$ cat config.mk
export PLATFORM = sky130hd
export DESIGN_NAME = mb_host_seq
export DESIGN_NICKNAME = d
export VERILOG_FILES = /design/src/rtl/mb_host_pkg.sv /design/src/rtl/mb_host_wait_ctr.sv /design/src/rtl/mb_host_seq.sv
export SDC_FILE = /design/constraint.sdc
export NUM_CORES = 1
export LEC_CHECK = 0
export ABC_AREA = 0
export BUFFER_PORTS_ARGS = -buffer_cell sky130_fd_sc_hd__buf_4
export CORE_MARGIN = 4
export CORE_UTILIZATION = 40
export DETAILED_ROUTE_END_ITERATION = 10
export HOLD_SLACK_MARGIN = 0.05
export PLACE_DENSITY = 0.62
export SLEW_MARGIN = 20
export SYNTH_ARGS = -nofsm -noshare
export SYNTH_HDL_FRONTEND = slang
export SYNTH_SLANG_ARGS = --single-unit
$ cat constraint.sdc
create_clock -name E6MHZ -period 2.99 [get_ports E6MHZ]
set_input_delay 0.897 -clock E6MHZ [delete_from_list [all_inputs] [get_ports E6MHZ]]
set_output_delay 0.897 -clock E6MHZ [all_outputs]
set_load 0.01 [all_outputs]
$ cat src/rtl/mb_host_pkg.sv
// Shared types and default timing for the Math Box host sequencer.
package mb_host_pkg;

    typedef enum logic [2:0] {
        ST_IDLE  = 3'd0,
        ST_DRIVE = 3'd1,
        ST_START = 3'd2,
        ST_ARM   = 3'd3,
        ST_BUSY  = 3'd4,
        ST_RDLO  = 3'd5,
        ST_RDHI  = 3'd6,
        ST_RESP  = 3'd7
    } state_t;

    localparam int MSTART_CYCLES_DEF  = 2;
    localparam int MIN_WAIT_DEF       = 4;
    localparam int READ_LAT_DEF       = 1;
    localparam int TIMEOUT_CYCLES_DEF = 1024;

    localparam int WAIT_W = 8;

    localparam logic [15:0] RSP_TIMEOUT_DATA = 16'hFFFF;

    // A phase of N cycles is timed by loading N-1 and leaving when the count hits zero.
    function automatic logic [WAIT_W-1:0] wait_load(input int cycles);
        return WAIT_W'(cycles - 1);
    endfunction

endpackage

$ cat src/rtl/mb_host_wait_ctr.sv
// Loadable down-counter with zero flag; the controller only decrements while non-zero.
module mb_host_wait_ctr #(
    parameter int W = 8
) (
    input  logic         clk_sys,
    input  logic         rst_n,
    input  logic         load,
    input  logic [W-1:0] load_val,
    input  logic         dec,
    output logic         zero
);

    logic [W-1:0] count;

    always_ff @(posedge clk_sys or negedge rst_n) begin
        if (!rst_n) begin
            count <= '0;
        end else if (load) begin
            count <= load_val;
        end else if (dec) begin
            count <= count - W'(1);
        end
    end

    assign zero = (count == '0);

endmodule

$ cat src/rtl/mb_host_seq.sv
// Math Box host sequencer: one command in, optional 16-bit result out.
// Optional BUSY timeout enabled by defining MB_HOST_TIMEOUT_EN.
//
//   state | meaning
//   IDLE  | CMD_READY=1, waiting for a command
//   DRIVE | EAB/EDB presented, one settle cycle
//   START | MB_MSTART high for MSTART_CYCLES
//   ARM   | MIN_WAIT cycles ignoring MB_STOP
//   BUSY  | waiting for MB_STOP=1 (or timeout)
//   RDLO  | MB_YLO strobe, capture low byte
//   RDHI  | MB_YHI strobe, capture high byte
//   RESP  | RSP_VALID=1 until RSP_READY
module mb_host_seq
    import mb_host_pkg::*;
#(
    parameter int MSTART_CYCLES  = MSTART_CYCLES_DEF,
    parameter int MIN_WAIT       = MIN_WAIT_DEF,
    parameter int READ_LAT       = READ_LAT_DEF,
    parameter int TIMEOUT_CYCLES = TIMEOUT_CYCLES_DEF
) (
    input  logic        E6MHZ,
    input  logic        RESET_N,
    input  logic        CMD_VALID,
    output logic        CMD_READY,
    input  logic [7:0]  CMD_ADDR,
    input  logic [7:0]  CMD_DATA,
    input  logic        CMD_READBACK,
    output logic        RSP_VALID,
    input  logic        RSP_READY,
    output logic [15:0] RSP_DATA,
    output logic        RSP_TIMEOUT,
    output logic [7:0]  MB_EAB,
    output logic [7:0]  MB_EDB,
    output logic        MB_MSTART,
    input  logic        MB_STOP,
    output logic        MB_YLO,
    output logic        MB_YHI,
    input  logic [7:0]  MB_EDB_IN
);

    state_t              state;
    logic                rb_q;
    logic                ctr_load;
    logic                ctr_dec;
    logic                ctr_zero;
    logic [WAIT_W-1:0]   ctr_val;

    // The phase counter is reloaded on the edge that enters each timed state.
    always_comb begin
        ctr_load = 1'b0;
        ctr_val  = '0;
        ctr_dec  = 1'b0;
        case (state)
            ST_DRIVE: begin
                ctr_load = 1'b1;
                ctr_val  = wait_load(MSTART_CYCLES);
            end
            ST_START: begin
                if (ctr_zero) begin
                    ctr_load = rb_q;
                    ctr_val  = wait_load(MIN_WAIT);
                end else begin
                    ctr_dec = 1'b1;
                end
            end
            ST_ARM: ctr_dec = !ctr_zero;
            ST_BUSY: begin
                if (MB_STOP) begin
                    ctr_load = 1'b1;
                    ctr_val  = wait_load(READ_LAT);
                end
            end
            ST_RDLO: begin
                if (ctr_zero) begin
                    ctr_load = 1'b1;
                    ctr_val  = wait_load(READ_LAT);
                end else begin
                    ctr_dec = 1'b1;
                end
            end
            ST_RDHI: ctr_dec = !ctr_zero;
            default: ;
        endcase
    end

    mb_host_wait_ctr #(.W(WAIT_W)) u_phase_ctr (
        .clk_sys  (E6MHZ),
        .rst_n    (RESET_N),
        .load     (ctr_load),
        .load_val (ctr_val),
        .dec      (ctr_dec),
        .zero     (ctr_zero)
    );

`ifdef MB_HOST_TIMEOUT_EN
    localparam int TO_W = $clog2(TIMEOUT_CYCLES + 1);

    logic to_load;
    logic to_dec;
    logic to_zero;

    assign to_load = (state == ST_ARM) && ctr_zero;
    assign to_dec  = (state == ST_BUSY) && !MB_STOP && !to_zero;

    mb_host_wait_ctr #(.W(TO_W)) u_timeout_ctr (
        .clk_sys  (E6MHZ),
        .rst_n    (RESET_N),
        .load     (to_load),
        .load_val (TO_W'(TIMEOUT_CYCLES - 1)),
        .dec      (to_dec),
        .zero     (to_zero)
    );
`else
    logic unused_timeout_cfg;
    assign unused_timeout_cfg = (TIMEOUT_CYCLES > 0);
    assign RSP_TIMEOUT = 1'b0;
`endif

    always_ff @(posedge E6MHZ or negedge RESET_N) begin
        if (!RESET_N) begin
            state     <= ST_IDLE;
            rb_q      <= 1'b0;
            CMD_READY <= 1'b1;
            RSP_VALID <= 1'b0;
            RSP_DATA  <= '0;
            MB_EAB    <= '0;
            MB_EDB    <= '0;
            MB_MSTART <= 1'b0;
            MB_YLO    <= 1'b0;
            MB_YHI    <= 1'b0;
`ifdef MB_HOST_TIMEOUT_EN
            RSP_TIMEOUT <= 1'b0;
`endif
        end else begin
            case (state)
                ST_IDLE: begin
                    if (CMD_VALID && CMD_READY) begin
                        MB_EAB    <= CMD_ADDR;
                        MB_EDB    <= CMD_DATA;
                        rb_q      <= CMD_READBACK;
                        CMD_READY <= 1'b0;
`ifdef MB_HOST_TIMEOUT_EN
                        RSP_TIMEOUT <= 1'b0;
`endif
                        state     <= ST_DRIVE;
                    end
                end
                ST_DRIVE: begin
                    MB_MSTART <= 1'b1;
                    state     <= ST_START;
                end
                ST_START: begin
                    if (ctr_zero) begin
                        MB_MSTART <= 1'b0;
                        if (rb_q) begin
                            state <= ST_ARM;
                        end else begin
                            CMD_READY <= 1'b1;
                            state     <= ST_IDLE;
                        end
                    end
                end
                ST_ARM: begin
                    if (ctr_zero) state <= ST_BUSY;
                end
                ST_BUSY: begin
                    if (MB_STOP) begin
                        MB_YLO <= 1'b1;
                        state  <= ST_RDLO;
                    end
`ifdef MB_HOST_TIMEOUT_EN
                    else if (to_zero) begin
                        RSP_DATA    <= RSP_TIMEOUT_DATA;
                        RSP_TIMEOUT <= 1'b1;
                        RSP_VALID   <= 1'b1;
                        state       <= ST_RESP;
                    end
`endif
                end
                ST_RDLO: begin
                    if (ctr_zero) begin
                        RSP_DATA[7:0] <= MB_EDB_IN;
                        MB_YLO        <= 1'b0;
                        MB_YHI        <= 1'b1;
                        state         <= ST_RDHI;
                    end
                end
                ST_RDHI: begin
                    if (ctr_zero) begin
                        RSP_DATA[15:8] <= MB_EDB_IN;
                        MB_YHI         <= 1'b0;
                        RSP_VALID      <= 1'b1;
                        state          <= ST_RESP;
                    end
                end
                ST_RESP: begin
                    if (RSP_READY) begin
                        RSP_VALID <= 1'b0;
                        CMD_READY <= 1'b1;
                        state     <= ST_IDLE;
                    end
                end
                default: state <= ST_IDLE;
            endcase
        end
    end

endmodule

==> impl_metrics.ini, run 1 <==
[yosys]
ys_types = 44
synth-seq-cells = 49
syn_nets = 219
synthCells = 187
seq_area_frac_synth_pct = 53.2
syn-cell-area_sq_um = 2310
yosysWarnings = 0
syn_avg_cell_area_sq_um = 12.3

[grt]
grtUsageMet2_pct = 22.1
antenna_found_initial = 0
met1_usage_pct = 17.8
grt_max_degree = 50
globalRouteTotalUtil_pct = 14.1
grt_overflow = 0
grt_pass1_vias = 1726
grt-busiest-layer = met2
use_met3_pct = 5.53
grt_pass1_wl_microns = 8140

[timing]
hold_violations = 0
setup_viol = 0
worstMarginPinSlew_ns = 0.758
finalClockSkew_ns = 0.00580
period_share_pct = 73.6
setup_slack_ns = 0.790
fmax_ghz = 0.454
drv_slew = 0
max_slew_margin_pct = 48.2
fin_setup_tns_ns = 0
min_period_ns = 2.20
rsz0062_at_grt = false

[place]
dp_hpwl_microns = 3400
placed_area_sq_um = 2850
pre_cts_slack_ns = 0.729
dp_cells = 317
gp_congestion = 0.778
port_buffers = 66

[final_layout]
stdcell_area_sq_um = 2940
final_cells = 325
layout_commonest_cell = buf_4
final_cell_mix = buf_4 (68), dfrtp_1 (48), mux2_2 (18)
n_fill_cell = 524
antenna_cells = 0
utilization_pct = 53.1
area_growth_pct = 27.6
layout.nets = 284
drive_gt1_share_pct = 45.8

[clock_network]
cts-resized-gates = 0
cts_tree = yes
worstSkewPairLatency_ns = 0.30
cts_buffers = 5
cts_htree_levels = 2
cts_hold_buf = 0
cts.sinks = 49
cts.path.max_buffers = 2
clkSlewWorstSetupHoldPaths_ns = 0.10
cts_root_buffer = clkbuf_8
cts_setup_buffers = 0

[worst_hold_path]
hp-class = reg -> reg
worstHoldStart = MB_YHI$_DFFE_PN0P_

[floorplan]
dieArea_sq_um = 7040
ios = 68
num_rows = 27
start_util_pct = 41.6
dieHeight_microns = 83.9
coreArea_sq_um = 5540
chipWidth_microns = 83.9

[critical_path]
start_kind = flip-flop
cp_data_arrival_time_ns = 2.40
crit_type = reg -> reg
rrSetupSlack_ns = 0.79
worstPathRequired_ns = 3.19
critPathLaunch = u_phase_ctr.count[0]$_DFFE_PN0P_
reg2reg_from = u_phase_ctr.count[0]$_DFFE_PN0P_
cp_max_fo = 10
worstSetupEndpointType = flip-flop

[power]
ir_drop_mv = 0.264
power.leakage_nw = 1.47
pwr_density_cell_nw_per_um2 = 398

[drt]
wl_microns = 4680
vias_per_cell = 5.06
vias = 1645
first_pass_iters = 4
wire_per_inst_microns = 14.4
drc_errors = 0
drt-initial-drc-count = 48
drtAntennaViolNets = 0

[run]
maxCapViolCount = 0

[outcome]
outcome = finished clean
-- sequential cells by signal (all words and copies together), names as in the netlist --
signal	flops
MB_MSTART	1
MB_EDB	8
CMD_READY	1
rb_q	1
RSP_VALID	1
MB_YLO	1
RSP_DATA	16
MB_YHI	1
MB_EAB	8
state	3
u_phase_ctr.count	8
-- cell usage after synthesis (all sizes together) --
cell	n	area (sq um)
nand2	12	52.6
buf	6	45.0
nor3	3	26.3
clkbuf	4	15.0
o32ai	1	8.76
o2bb2ai	1	8.76
or2	1	6.26
mux2	33	428
nand2b	2	12.5
o311a	1	10.0
xor2	6	52.6
nand4	3	18.8
conb	1	3.75
a21o	1	7.51
o211ai	1	7.51
inv	6	22.5
o2111ai	1	8.76
a2bb2oi	1	8.76
xnor2	2	17.5
and2	1	6.26
nor2	16	60.1
a31oi	4	25.0
o21ai	4	20.0
or3	3	23.8
nand4b	1	8.76
nand3b	1	7.51
dfstp	1	26.3
a22o	1	8.76
nor4	2	27.5
a2111oi	2	17.5
a211oi	1	7.51
nand3	4	20.0
nor3b	2	20.0
ha	2	25.0
a21oi	8	40.0
dfrtp	48	1200
-- cells by family (layout without fill, tap and decap cells) --
group,after synthesis,in the layout,synth area share [%]
and+or+nand+nor,51,51,12.6
DFF,49,49,53.2
muxes,33,33,18.6
AOI/OAI and AO/OA,27,27,7.76
buffers and inverters,16,82,3.58
xor gates and xnor gates,8,8,3.04
adders and majority gates,2,2,1.09
other,1,1,0.163
-- through the flow --
stage | power (W) | hold slack (ns)
2_1_floorplan | 0.000715 | 0.510
3_3_place_gp | 0.000777 | 0.484
3_5_place_dp | 0.000777 | 0.489
4_1_cts | 0.00119 | 0.514
5_1_grt | 0.00123 | 0.533
6_report | 0.00117 | 0.505
-- power breakdown --
group	switching (W)	total [W]	internal [W]
Clock	0.000237	0.000408	0.000170
Combinational	0.0000319	0.0000825	0.0000506
Sequential	0.00000636	0.000680	0.000673
Total	0.000276	0.00117	0.000894
-- area by class of cell --
| type | instances | area, sq um | area share [%] |
|---|---|---|---|
| well taps | 72 | 90.1 | 3.06 |
| clock inverters | 3 | 26.3 | 0.893 |
| clock buffers | 5 | 68.8 | 2.34 |
| repair buffers | 68 | 510 | 17.4 |
| multi-input cells | 122 | 996 | 33.9 |
| flip-flops and latches | 49 | 1230 | 41.7 |
| inverters | 6 | 22.5 | 0.766 |
-- critical path, cell delays in order, from the launching register on --
cell and delay, ns:
dfrtp_1 0.42, inv_1 0.12, ha_1 0.14, nor3b_2 0.28, nand2_4 0.14, or3_1 0.61
mux2_4 0.38
-- metal layers --
layer	share of wire, %	wire length [microns]
met2	46	2130
met1	43	2030
met3	8.9	416
met5	0	0
met4	2.1	97
-- path summary, 6_finish.rpt --
| check | cells after the start | to |
|---|---|---|
| worst min register to register | 2 | MB_YHI$_DFFE_PN0P_ |
| worst min-delay path | 2 | MB_YHI$_DFFE_PN0P_ |
| worst max register to register | 6 | RSP_DATA[9]$_DFFE_PN0P_ |
| min in group asynchronous | 1 | u_phase_ctr.count[4]$_DFFE_PN0P_ |
| worst max-delay path | 6 | RSP_DATA[9]$_DFFE_PN0P_ |
| max in group asynchronous | 1 | RSP_DATA[15]$_DFFE_PN0P_ |
Power figures use the tool's default switching activity.
==> run 2: changes to the inputs <==
--- a/config.mk
+++ b/config.mk
@@ -5,7 +5,7 @@
 export SDC_FILE = /design/constraint.sdc
 export NUM_CORES = 1
 export LEC_CHECK = 0
-export ABC_AREA = 0
+export ABC_AREA = 1
 export BUFFER_PORTS_ARGS = -buffer_cell sky130_fd_sc_hd__buf_4
 export CORE_MARGIN = 4
 export CORE_UTILIZATION = 40
==> constraint.sdc (replaced) <==
create_clock -name E6MHZ -period 2.2 [get_ports E6MHZ]
set_input_delay 0.66 -clock E6MHZ [delete_from_list [all_inputs] [get_ports E6MHZ]]
set_output_delay 0.66 -clock E6MHZ [all_outputs]
set_load 0.01 [all_outputs]
==> run 2 against run 1 <==
Setup slack worse by 0.32 ns. Sequential share of layout area barely moved. Clock-buffer cell count rose by 1. Total power rose to 3.8 times the previous value. Sequential power up 150%. Synthesized cell count increased by 26%. Final cell count is 15% higher. Largest cell class unchanged. Maximum frequency is 27% higher. Worst hold slack got worse by 0.14 ns. Global-route usage down 0.43 points.
==> impl_metrics.ini, run 2 <==
[timing]
rsz0062_at_grt = false
fmax_ghz = 0.576
max_slew_margin_pct = 59.7
hold_violations = 0
hold_ws_ns = 0.361
min_period_ns = 1.74
fin_setup_tns_ns = 0
setup_viol = 0
worstMarginPinSlew_ns = 0.605
finalClockSkew_ns = 0.00518
drv_slew = 0
period_share_pct = 78.9

[critical_path]
start_kind = flip-flop
max_stage_delay_ns = 0.40
critPathLaunch = u_phase_ctr.count[0]$_DFFE_PN0P_
slowest_stage = dfrtp_1
reg2reg_from = u_phase_ctr.count[0]$_DFFE_PN0P_
cpLargestDelayFamily = simple AND/OR/NAND/NOR gates
worstPathRequired_ns = 2.38
crit_chain = inv_1, ha_1, nand2_1, nor2_4, nand2_2, nand3_2, nor2_1, nand2_1, nand2_1
crit_type = reg -> reg
crit_path_frequent_cell = nand2_1
worstSetupEndpointType = flip-flop
cp_max_fo = 18
cp_data_arrival_time_ns = 1.92
rrSetupSlack_ns = 0.46
worstPathBufferInverterCount = 1

[yosys]
yosysWarnings = 0
synth_commonest_cells = nand2_1 (54), dfrtp_1 (48), inv_1 (25)
syn-cell-area_sq_um = 2290
synthCells = 235
synth_ff_type = dfrtp_1
synth_xor_area_share_pct = 1.91
synth_edf_count = 0
synth_area_leaders = dfrtp_1 (52%), nand2_1 (8.8%), o21ai_0 (5.2%)
synth_adder_area_share_pct = 1.09
synth_area_leader_cell = dfrtp_1
synth-seq-cells = 49
ys_types = 32
seq_area_frac_synth_pct = 53.5
synth_top_family_by_area = simple AND/OR/NAND/NOR gates
syn_avg_cell_area_sq_um = 9.75
synth_most_common_cell = nand2_1
synthMuxAreaShare_pct = 9.01
syn_nets = 267
synth-compound-area-share_pct = 7.26
yosysTopAreaCellShare_pct = 52.4
yosys.area_share.simple_pct = 19.9
synthArstFlopShare_pct = 100

[final_layout]
layout.nets = 333
largest_register_ffs = 16
drive_gt1_share_pct = 34.1
layout_commonest_cell = buf_4
final_cell_mix = buf_4 (66), nand2_1 (54), dfrtp_1 (48)
n_fill_cell = 544
antenna_cells = 0
multi_input_area_sq_um = 901
top_register = RSP_DATA
register_area_sq_um = 1230
stdcell_area_sq_um = 2940
area_growth_pct = 28.2

[grt]
globalRouteTotalUtil_pct = 13.7
grt_pass1_vias = 1649
antenna_found_initial = 0
grt_max_degree = 50
grt_pass1_wl_microns = 7870
grt_overflow = 0

[clock_network]
cts_hold_buf = 0
cts-resized-gates = 0
cts.sinks = 49
cts_root_buffer = clkbuf_8
cts_buffers = 5
cts_htree_levels = 2
clkSlewWorstSetupHoldPaths_ns = 0.09
worstSkewPairLatency_ns = 0.30
cts.path.max_buffers = 2
cts_setup_buffers = 0
cts_tree = yes

[floorplan]
num_rows = 27
start_util_pct = 41.4
chipWidth_microns = 83.7
dieHeight_microns = 83.7
ios = 68
dieArea_sq_um = 7010
coreArea_sq_um = 5540

[place]
dp_hpwl_microns = 3420
gp_congestion = 0.812
placed_area_sq_um = 2820
port_buffers = 66

[drt]
drc_errors = 0
vias_per_cell = 4.58
met2_wirelength_microns = 2270
wire_per_inst_microns = 12.3
wl_microns = 4620
drt-met1-wl_microns = 2040
wl_met3_microns = 243
top_layer_used = met4
first_pass_iters = 4
drt-initial-drc-count = 73
drtAntennaViolNets = 0
vias = 1714

[power]
pwr_density_cell_nw_per_um2 = 1510
power.leakage_nw = 1.55
ir_drop_mv = 0.662

[worst_hold_path]
hp-class = in -> async

[outcome]
outcome = finished clean

[run]
maxCapViolCount = 0
## run 2: cell count changes after synthesis, moves of 6 or more
cell / delta
mux2_4: -8
a21oi_1: -6
o21ai_0: +20
nand2_1: +43
inv_1: +19
mux2_2: -9
## run 2: final cells by class
class,instances,share of cell area [%]
Sequential cell,49,41.8
Timing Repair Buffer,66,16.9
Clock buffer,6,2.81
Multi-Input combinational cell,151,30.7
Clock inverter,2,1.28
Tap cell,72,3.07
Inverter,28,3.58
## run 2: final timing paths
| check | to | cells after the start |
|---|---|---|
| hold / removal | RSP_DATA[14]$_DFFE_PN0P_ | 1 |
| max in group asynchronous | RSP_VALID$_DFFE_PN0P_ | 1 |
| setup reg to reg | u_phase_ctr.count[0]$_DFFE_PN0P_ | 9 |
| min in group E6MHZ | u_phase_ctr.count[1]$_DFFE_PN0P_ | 2 |
| setup / recovery | u_phase_ctr.count[0]$_DFFE_PN0P_ | 9 |
| hold reg to reg | u_phase_ctr.count[1]$_DFFE_PN0P_ | 2 |
## run 2: cell families (layout without fill, tap and decap cells)
logic type	after synthesis	count (layout)
AOI/OAI and AO/OA	32	32
other	1	1
DFF	49	49
and+or+nand+nor	95	95
adders and majority gates	2	2
buffers and inverters	35	102
muxes	16	16
xor gates and xnor gates	5	5
## run 2: metrics by stage
step                      setup slack (ns)  power (W)  cells  util [%]
after global placement               0.510    0.00377    366      50.9
final                                0.465    0.00443    374      53.0
after global routing                 0.249    0.00484    374      53.0
after CTS                            0.460    0.00450    374      53.0
after floorplan                      0.752    0.00300    235         -
after detailed placement             0.474    0.00381    366      50.9
## run 2: power breakdown
part | switching, W | internal [W]
registers | 0.000353 | 0.00135
clock network | 0.000292 | 0.000370
logic | 0.00106 | 0.00100
total | 0.00171 | 0.00272
## run 2: layer usage
layer | GRT usage, % | vias to the layer above
met3 | 3.65 | 6
met1 | 17.7 | 790
li1 | - | 879
met4 | 4.82 | 0
met5 | 0 | -
met2 | 22.1 | 39
==> run 3: changes to the inputs <==
--- a/config.mk
+++ b/config.mk
@@ -5,7 +5,7 @@
 export SDC_FILE = /design/constraint.sdc
 export NUM_CORES = 1
 export LEC_CHECK = 0
-export ABC_AREA = 1
+export ABC_AREA = 0
 export BUFFER_PORTS_ARGS = -buffer_cell sky130_fd_sc_hd__buf_4
 export CORE_MARGIN = 4
 export CORE_UTILIZATION = 40
==> constraint.sdc (replaced) <==
create_clock -name E6MHZ -period 1.64 [get_ports E6MHZ]
set_input_delay 0.492 -clock E6MHZ [delete_from_list [all_inputs] [get_ports E6MHZ]]
set_output_delay 0.492 -clock E6MHZ [all_outputs]
set_load 0.01 [all_outputs]
==> run 3 against run 2 <==
The run now ends with setup timing left. Register-to-register slack got worse by 0.64 ns. Cell area is 17% higher. Clock-buffer cell count down 1. Combinational power down 92%. Maximum frequency down 4.4%. Via count grew 4.8%. Highest routed layer unchanged.
==> impl_metrics.ini, run 3 (synthesis gave the netlist of run 1 again) <==
[critical_path]
cpLargestDelayFamily = simple AND/OR/NAND/NOR gates
crit_type = reg -> reg
start_kind = flip-flop
cp_max_fo = 5
slowest_stage = dfrtp_1
worstPathBufferInverterCount = 2
worstPathRequired_ns = 1.84
crit_chain = inv_2, ha_4, nor3b_4, nand2_4, or3_4, buf_6, mux2_4
max_stage_delay_ns = 0.41
cp_data_arrival_time_ns = 2.02
worstSetupEndpointType = flip-flop

[place]
gp_congestion = 0.803
dp_hpwl_microns = 4000
port_buffers = 66
pre_cts_slack_ns = -0.204

[grt]
grt_max_degree = 33
antenna_found_initial = 0
grt_pass1_vias = 1884
grt_overflow = 0
globalRouteTotalUtil_pct = 15.4
grt_pass1_wl_microns = 8810

[final_layout]
register_area_sq_um = 1230
final_cell_mix = buf_4 (99), dfrtp_1 (46), mux2_4 (26)
layout.nets = 324
antenna_cells = 0
drive_gt1_share_pct = 57.0
multi_input_area_sq_um = 1100
area_growth_pct = 48.6
layout_commonest_cell = buf_4
n_fill_cell = 471
largest_register_ffs = 16
top_register = RSP_DATA

[run]
maxCapViolCount = 0

[floorplan]
dieArea_sq_um = 7040
start_util_pct = 41.6
num_rows = 27
ios = 68
dieHeight_microns = 83.9
coreArea_sq_um = 5540
chipWidth_microns = 83.9

[timing]
period_share_pct = 111
drv_slew = 0
min_period_ns = 1.82
setup_viol = 25
hold_violations = 0
setup_slack_ns = -0.175
finalClockSkew_ns = 0.0101
hold_ws_ns = 0.388
fmax_ghz = 0.551
rsz0062_at_grt = true

[drt]
drtAntennaViolNets = 0
drt-initial-drc-count = 75
vias = 1796
drc_errors = 0
vias_per_cell = 4.92
first_pass_iters = 4
wire_per_inst_microns = 14.7
wl_microns = 5350

[outcome]
outcome = finished with violations
violations = setup timing

[clock_network]
cts_htree_levels = 2
cts.path.max_buffers = 2
clkSlewWorstSetupHoldPaths_ns = 0.10
worstSkewPairLatency_ns = 0.31
cts.sinks = 49
cts_root_buffer = clkbuf_8
cts_buffers = 5
cts_tree = yes

[power]
pwr_density_cell_nw_per_um2 = 623
ir_drop_mv = 0.470
power.leakage_nw = 1.71

[worst_hold_path]
hp-class = in -> reg
==> run 3: metal layers <==
metal | vias up | part of all wire [%] | track usage, %
met5 | - | 0 | 0
met1 | 879 | 42 | 18.9
met3 | 3 | 6.6 | 4.84
met4 | 0 | 0.54 | 4.39
met2 | 47 | 51 | 25.9
li1 | 867 | - | -
==> run 3: area by class of cell <==
type / instances / area share [%]
Tap cell: 72 / 2.63
Multi-Input combinational cell: 122 / 32.1
Sequential cell: 49 / 35.9
Inverter: 6 / 0.657
Clock buffer: 5 / 2.01
Timing Repair Buffer: 108 / 25.9
Clock inverter: 3 / 0.730
==> run 3: stage by stage <==
step                      instance area (sq um)  setup TNS (ns)  total power (W)  instances  utilization (%)
after floorplan                            2360           -3.39          0.00130        187                -
after global placement                     3130           -2.38          0.00142        345             56.5
after detailed placement                   3130           -3.25          0.00143        345             56.5
after CTS                                  3320           -2.86          0.00217        360             59.8
after global routing                       3430           -5.27          0.00223        365             61.8
final                                      3430           -2.99          0.00214        365             61.8
==> run 3: worst paths after layout <==
check	startpoint	to	slack [ns]	depth (start not counted)
min in group asynchronous	RESET_N	u_phase_ctr.count[6]$_DFFE_PN0P_	0.61	2
max in group asynchronous	RESET_N	state[1]$_DFFE_PN0P_	0.59	3
worst max-delay path	u_phase_ctr.count[1]$_DFFE_PN0P_	RSP_DATA[12]$_DFFE_PN0P_	-0.18	7
worst min-delay path	CMD_READBACK	rb_q$_DFFE_PN0P_	0.39	3
worst min register to register	MB_YHI$_DFFE_PN0P_	MB_YHI$_DFFE_PN0P_	0.52	2
worst max register to register	u_phase_ctr.count[1]$_DFFE_PN0P_	RSP_DATA[12]$_DFFE_PN0P_	-0.18	7
==> run 3: tightest hold or removal path, cell delays in order <==
cell     delay [ns]
buf_4          0.08
nand2_1        0.03
o21ai_0        0.05
==> run 3: repair_timing <==
item	CTS	global route
resized for setup	9	11
gates cloned	1	2
setup endpoints to repair	40	39
hold buffers	1	0
pin swaps	4	4
buffers inserted	5	3
endpoints found under the hold margin	5	0
==> run 3: power breakdown <==
group	internal, W	total, W	switching, W
Sequential	0.00123	0.00124	0.0000132
Clock	0.000308	0.000734	0.000425
Combinational	0.0000992	0.000161	0.0000617
